### src/rtl/riscv_fetch_queue.sv
// riscv_fetch_queue
//   Instruction-fetch front end. It keeps a fetch PC and issues one word
//   request at a time to instruction memory over a req/ack handshake, which
//   may take several cycles. Returned words are queued with their PC in a
//   DEPTH-entry FIFO and handed to decode over a valid/ready handshake.
//   A redirect flushes the queue, restarts fetch at the new PC and drops
//   the in-flight fetch if one is still pending.
//
// Parameters
//   XLEN      address / PC width
//   ILEN      instruction width
//   DEPTH     FIFO entries (power of two, >= 2)
//   RESET_PC  fetch PC after reset (word aligned)
//
// Ports
//   clk             rising-edge clock
//   rst             synchronous active-high reset
//   imem_req        fetch request (registered)
//   imem_addr       fetch address, held while imem_req is high
//   imem_ack        request complete, imem_rdata valid this cycle
//   imem_rdata      fetched instruction
//   redirect_valid  flush and restart at redirect_pc
//   redirect_pc     new fetch PC (bits [1:0] ignored)
//   out_valid       head entry valid
//   out_ready       decode accepts head
//   out_inst        head instruction
//   out_pc          head PC
//   out_pc4         head PC + 4 (wraps)
//   count           FIFO occupancy
//
// Build option
//   FETCH_BYPASS_EN  when defined, an ack arriving into an empty queue is
//                    presented to decode in the same cycle and, if taken,
//                    never written to the FIFO.

module riscv_fetch_queue #(
  parameter int unsigned     XLEN     = 32,
  parameter int unsigned     ILEN     = 32,
  parameter int unsigned     DEPTH    = 4,
  parameter logic [XLEN-1:0] RESET_PC = '0
) (
  input  logic                     clk,
  input  logic                     rst,
  output logic                     imem_req,
  output logic [XLEN-1:0]          imem_addr,
  input  logic                     imem_ack,
  input  logic [ILEN-1:0]          imem_rdata,
  input  logic                     redirect_valid,
  input  logic [XLEN-1:0]          redirect_pc,
  output logic                     out_valid,
  input  logic                     out_ready,
  output logic [ILEN-1:0]          out_inst,
  output logic [XLEN-1:0]          out_pc,
  output logic [XLEN-1:0]          out_pc4,
  output logic [$clog2(DEPTH):0]   count
);

  localparam int unsigned AW = $clog2(DEPTH);
  localparam int unsigned CW = AW + 1;

  logic [ILEN-1:0] instMem [DEPTH];
  logic [XLEN-1:0] pcMem   [DEPTH];

  logic [AW-1:0]   rdPtr;
  logic [AW-1:0]   wrPtr;
  logic [CW-1:0]   countQ;
  logic [CW-1:0]   countNext;
  logic [XLEN-1:0] fetchPc;
  logic [XLEN-1:0] fetchPcNext;
  logic            discard;
  logic            discardNext;

  logic ackEff;
  logic outstanding;
  logic fifoEmpty;
  logic bypassHit;
  logic fire;
  logic pushEff;
  logic popFifo;
  logic canIssue;
  logic unusedRedirectLsb;

  // A late ack while no request is open (e.g. just after reset) is ignored.
  assign ackEff      = imem_req & imem_ack;
  assign outstanding = imem_req & ~imem_ack;
  assign fifoEmpty   = (countQ == '0);

`ifdef FETCH_BYPASS_EN
  assign bypassHit = ackEff & ~discard & ~redirect_valid & fifoEmpty;
  assign out_inst  = bypassHit ? imem_rdata : instMem[rdPtr];
  assign out_pc    = bypassHit ? imem_addr  : pcMem[rdPtr];
`else
  assign bypassHit = 1'b0;
  assign out_inst  = instMem[rdPtr];
  assign out_pc    = pcMem[rdPtr];
`endif

  assign out_pc4   = out_pc + XLEN'(4);
  assign out_valid = ~redirect_valid & (~fifoEmpty | bypassHit);
  assign fire      = out_valid & out_ready;

  // A bypassed word that decode takes immediately never occupies a slot.
  assign pushEff = ackEff & ~discard & ~redirect_valid & ~(bypassHit & out_ready);
  assign popFifo = fire & ~fifoEmpty;
  assign count   = countQ;

  assign unusedRedirectLsb = &redirect_pc[1:0];

  always_comb begin
    countNext = countQ;
    if (redirect_valid) begin
      countNext = '0;
    end else if (pushEff && !popFifo) begin
      countNext = countQ + CW'(1);
    end else if (!pushEff && popFifo) begin
      countNext = countQ - CW'(1);
    end
  end

  always_comb begin
    fetchPcNext = fetchPc;
    if (redirect_valid) begin
      fetchPcNext = {redirect_pc[XLEN-1:2], 2'b00};
    end else if (ackEff && !discard) begin
      fetchPcNext = imem_addr + XLEN'(4);
    end
  end

  // Discard marks the open request as stale; it clears on that request's ack.
  always_comb begin
    discardNext = discard;
    if (redirect_valid) begin
      discardNext = outstanding;
    end else if (ackEff) begin
      discardNext = 1'b0;
    end
  end

  // Issuing only when a slot remains after this cycle's push/pop reserves
  // room for the returning word, so the FIFO can never overflow.
  assign canIssue = ~outstanding & (countNext < CW'(DEPTH));

  always_ff @(posedge clk) begin
    if (rst) begin
      imem_req  <= 1'b0;
      imem_addr <= RESET_PC;
      fetchPc   <= RESET_PC;
      discard   <= 1'b0;
      countQ    <= '0;
      rdPtr     <= '0;
      wrPtr     <= '0;
    end else begin
      fetchPc <= fetchPcNext;
      discard <= discardNext;
      countQ  <= countNext;
      if (redirect_valid) begin
        rdPtr <= '0;
        wrPtr <= '0;
      end else begin
        if (pushEff) wrPtr <= wrPtr + AW'(1);
        if (popFifo) rdPtr <= rdPtr + AW'(1);
      end
      // Request and address stay frozen until the memory acknowledges.
      if (!outstanding) begin
        if (canIssue) begin
          imem_req  <= 1'b1;
          imem_addr <= fetchPcNext;
        end else begin
          imem_req  <= 1'b0;
        end
      end
    end
  end

  always_ff @(posedge clk) begin
    if (pushEff) begin
      instMem[wrPtr] <= imem_rdata;
      pcMem[wrPtr]   <= imem_addr;
    end
  end

endmodule

### config.mk
export PLATFORM = sky130hd
export DESIGN_NAME = riscv_fetch_queue
export DESIGN_NICKNAME = d
export VERILOG_FILES = /design/src/rtl/riscv_fetch_queue.sv
export SDC_FILE = /design/constraint.sdc
export NUM_CORES = 1
export LEC_CHECK = 0
export CAP_MARGIN = 20
export CELL_PAD_IN_SITES_DETAIL_PLACEMENT = 0
export CELL_PAD_IN_SITES_GLOBAL_PLACEMENT = 1
export CORE_ASPECT_RATIO = 1.2
export CORE_MARGIN = 2
export CORE_UTILIZATION = 45
export CTS_CLUSTER_SIZE = 14
export DETAILED_ROUTE_END_ITERATION = 10
export PLACE_DENSITY = 0.81
export SYNTH_ARGS = -nofsm -noshare
export SYNTH_HDL_FRONTEND = slang
export SYNTH_SLANG_ARGS = --single-unit
### constraint.sdc
create_clock -name clk -period 4.5 [get_ports clk]
set_input_delay 0.9 -clock clk [delete_from_list [all_inputs] [get_ports clk]]
set_output_delay 0.9 -clock clk [all_outputs]
set_load 0.02 [all_outputs]
==> results.py <==
metrics = {
    "clock_network": {
        "clock_path_buffers": 3,
        "cts_max_level": 2,
        "clk_latency_ns": 0.50,
        "cts-root-buf": "clkbuf_16",
        "clock_sinks": 331,
        "clk_pin_slew_ns": 0.06,
        "tritoncts": "built",
        "cts_buffers": 35,
        "holdBufCountCts": 0,
    },
    "grt": {
        "use_met2_pct": 32.81,
        "grt_util_met1_pct": 24.95,
        "grt_pass1_vias": 7984,
        "busiest_layer": "met2",
        "grt-ovfl-total": 0,
        "antenna_found_initial": 0,
        "track_usage_pct": 19.06,
        "grt_first_pass_wirelength_um": 45440,
        "grt_max_degree": 63,
        "use_met3_pct": 3.487,
    },
    "critical_path": {
        "start_kind": "flip-flop",
        "crit_arrival_ns": 3.44,
        "path_max_fanout": 7,
        "critPathCaptureType": "primary output",
        "worstPathRequired_ns": 3.60,
        "critPathKind": "reg -> out",
        "r2r-start": "imem_addr[2]",
        "ff2ff_path_depth": 7,
    },
    "pwr": {
        "p_sw_mw": 1.453,
        "pwr-share-seq_pct": 52.7,
        "p_int_mw": 5.072,
        "pwr_density_cell_nw_per_um2": 383.8,
        "total_power_mw": 6.525,
        "power_frac_comb_pct": 6.7,
        "clkPwrFrac_pct": 40.6,
        "peakVddDrop_v": 0.0002407,
        "p_leak_nw": 5.675,
        "swShare_pct": 22.27,
    },
    "yosys": {
        "yosysWarnings": 0,
        "synth.avg_cell_area_um2": 15.71,
        "synthesis.area_um2": 13400,
        "synth_adder_area_share_pct": 1.027,
        "synth_simple_gate_area_share_pct": 8.151,
        "synth-main-ff-cell": "edfxtp_1",
        "synth_top_family_by_area": "multiplexers",
        "ys_async_sr_fraction_pct": 0,
        "synth_seq_cells": 331,
        "synth_edf_count": 256,
        "synth.distinct_cells": 54,
        "synthCells": 853,
        "synth_xor_area_share_pct": 3.595,
        "synth-compound-area-share_pct": 5.070,
        "ys_seq_area_share_pct": 68.57,
        "synthMuxAreaShare_pct": 10.98,
        "synth_nets": 933,
    },
    "finish": {
        "drive_gt1_share_pct": 15.25,
        "fin_nets": 1148,
        "insertedDiodeCount": 0,
        "nFillCells": 2271,
        "fin_area_um2": 17000,
        "mostFrequentLayoutCells": "edfxtp_1, clkdlybuf4s50_1, nor2_1, dfxtp_1, mux4_2",
        "syn_to_final_growth_pct": 26.88,
        "mostFrequentLayoutCell": "edfxtp_1",
    },
    "placement": {
        "place_hpwl_um": 19310,
        "place.gp.congestion": 0.7528,
        "place_area_um2": 15870,
        "io_buffers": 199,
    },
    "job": {
        "cap_violations": 0,
    },
    "floorplanning": {
        "num_rows": 69,
        "dieArea_um2": 31180,
        "dieHeight_um": 193.0,
        "core_area_um2": 29440,
        "start_util_pct": 45.52,
        "die_w_um": 161.5,
        "io_pins": 202,
    },
    "hold_path": {
        "hold_depth": 2,
        "worstHoldPathType": "reg -> reg",
        "hp-start": "fetchPc[1]",
    },
    "timing": {
        "hold_viol_final": 0,
        "finalClockSkew_ns": 0.008281,
        "worstMarginPinSlew_ns": 0.7345,
        "setup_viol": 0,
        "drv_slew": 0,
        "fin_setup_tns_ns": 0,
        "fin_crit_sh_pct": 96.42,
        "rsz0062_at_grt": "no",
        "min_period_ns": 4.339,
        "hold_ws_ns": 0.4686,
        "fmax_mhz": 230.5,
        "maxSlewHeadroom_pct": 51.03,
    },
    "routing": {
        "routedWlPerCell_um": 20.12,
        "dr.pass1.iters": 5,
        "drcViolationCount": 0,
        "routed_wl_um": 29870,
        "vias_per_cell": 5.387,
        "vias": 7999,
        "drtIter0Drc": 474,
        "ant_nets": 0,
    },
    "status": {
        "outcome": "finished clean",
    },
}
==> power by group through the flow <==
stage / clock network (mW) / logic [mW] / registers (mW)
CTS: 2.73 / 0.441 / 3.44
finish: 2.65 / 0.437 / 3.44
detailed placement: 0 / 0.438 / 3.50
global route: 2.84 / 0.471 / 3.45
floorplan: 0 / 0.202 / 3.50
global placement: 0 / 0.433 / 3.50
==> per-stage QoR <==
| stage | util [%] | cells | setup WS [ns] |
|---|---|---|---|
| global placement | 53.89 | 1416 | 0.3500 |
| detailed placement | 53.89 | 1416 | 0.3543 |
| global route | 57.75 | 1485 | 0.01159 |
| floorplan | - | 853 | 0.9991 |
| CTS | 57.69 | 1485 | 0.01025 |
| finish | 57.75 | 1485 | 0.1611 |
==> area by class of cell <==
class / count / area (um2) / share of cell area, %
flip-flops and latches: 331 / 9196 / 54.09
inverters: 22 / 82.58 / 0.4857
multi-input cells: 451 / 3911 / 23.00
repair buffers: 227 / 2266 / 13.33
clock buffers: 41 / 898.4 / 5.284
well taps: 390 / 488.0 / 2.870
clock inverters: 23 / 160.2 / 0.9419
==> Yosys cell counts, drive strengths merged (2+ instances only) <==
cell type	n	area, um2
or3	5	32.53
a311oi	5	43.79
or4	3	22.52
o21ai	8	40.04
inv	22	82.58
a221oi	11	96.34
edfxtp	256	7687
nand2b	2	12.51
and4	5	43.79
and3	17	106.4
nor3b	4	30.03
mux4	64	1441
mux2i	3	30.03
clkbuf	25	98.84
nand3	15	80.08
nand4	10	68.81
nor4	12	81.33
or2	2	12.51
nor2	93	349.1
a32oi	2	17.52
o31ai	2	15.01
buf	23	157.6
a21oi	23	115.1
xnor2	34	297.8
nand2	41	153.9
nor2b	2	12.51
dfxtp	75	1501
xor2	21	183.9
nor3	6	46.30
and2	3	18.77
a211oi	39	297.8
ha	11	137.6
==> worst paths after layout <==
kind              slack, ns            end
hold reg to reg        0.47     fetchPc[1]
setup reg to reg       1.69  imem_addr[20]
setup / recovery       0.16    out_pc4[25]
hold / removal         0.47     fetchPc[1]
==> metal layers <==
metal | up-vias | wire (um)
met5 | - | 0
met4 | 0 | 710
met3 | 47 | 1797
met2 | 221 | 14790
met1 | 3996 | 12580
li1 | 3735 | -
==> cells by family after synthesis <==
logic type | after synthesis
buffers and inverters | 71
AND/OR/NAND/NOR | 222
XOR/XNOR | 55
multiplexers | 67
adder cells (fa/ha/maj) | 11
flip-flops | 331
AO/OA/AOI/OAI | 96
==> critical path: stages, from the launching register on <==
cell	delay, ns
dfxtp_4	0.38
buf_12	0.15
buf_4	0.14
mux4_2	0.42
nand4_1	0.18
nor4_2	0.33
and2_1	0.33
nand4_1	0.15
xnor2_1	0.17
clkdlybuf4s50_1	0.68
==> timing repair <==
action,4_1_cts,5_1_grt
resized for setup,2,4
buffers inserted,5,0
setup endpoints to repair,9,10
==> state kept, by name, summed over array words and instances, names as in the netlist, named ones only <==
| signal | cells |
|---|---|
| count | 3 |
| fetchPc | 32 |
| imem_req | 1 |
| pcMem | 128 |
| instMem | 128 |
| rdPtr | 2 |
| imem_addr | 32 |
| wrPtr | 2 |
| discard | 1 |
Power figures use the tool's default switching activity.
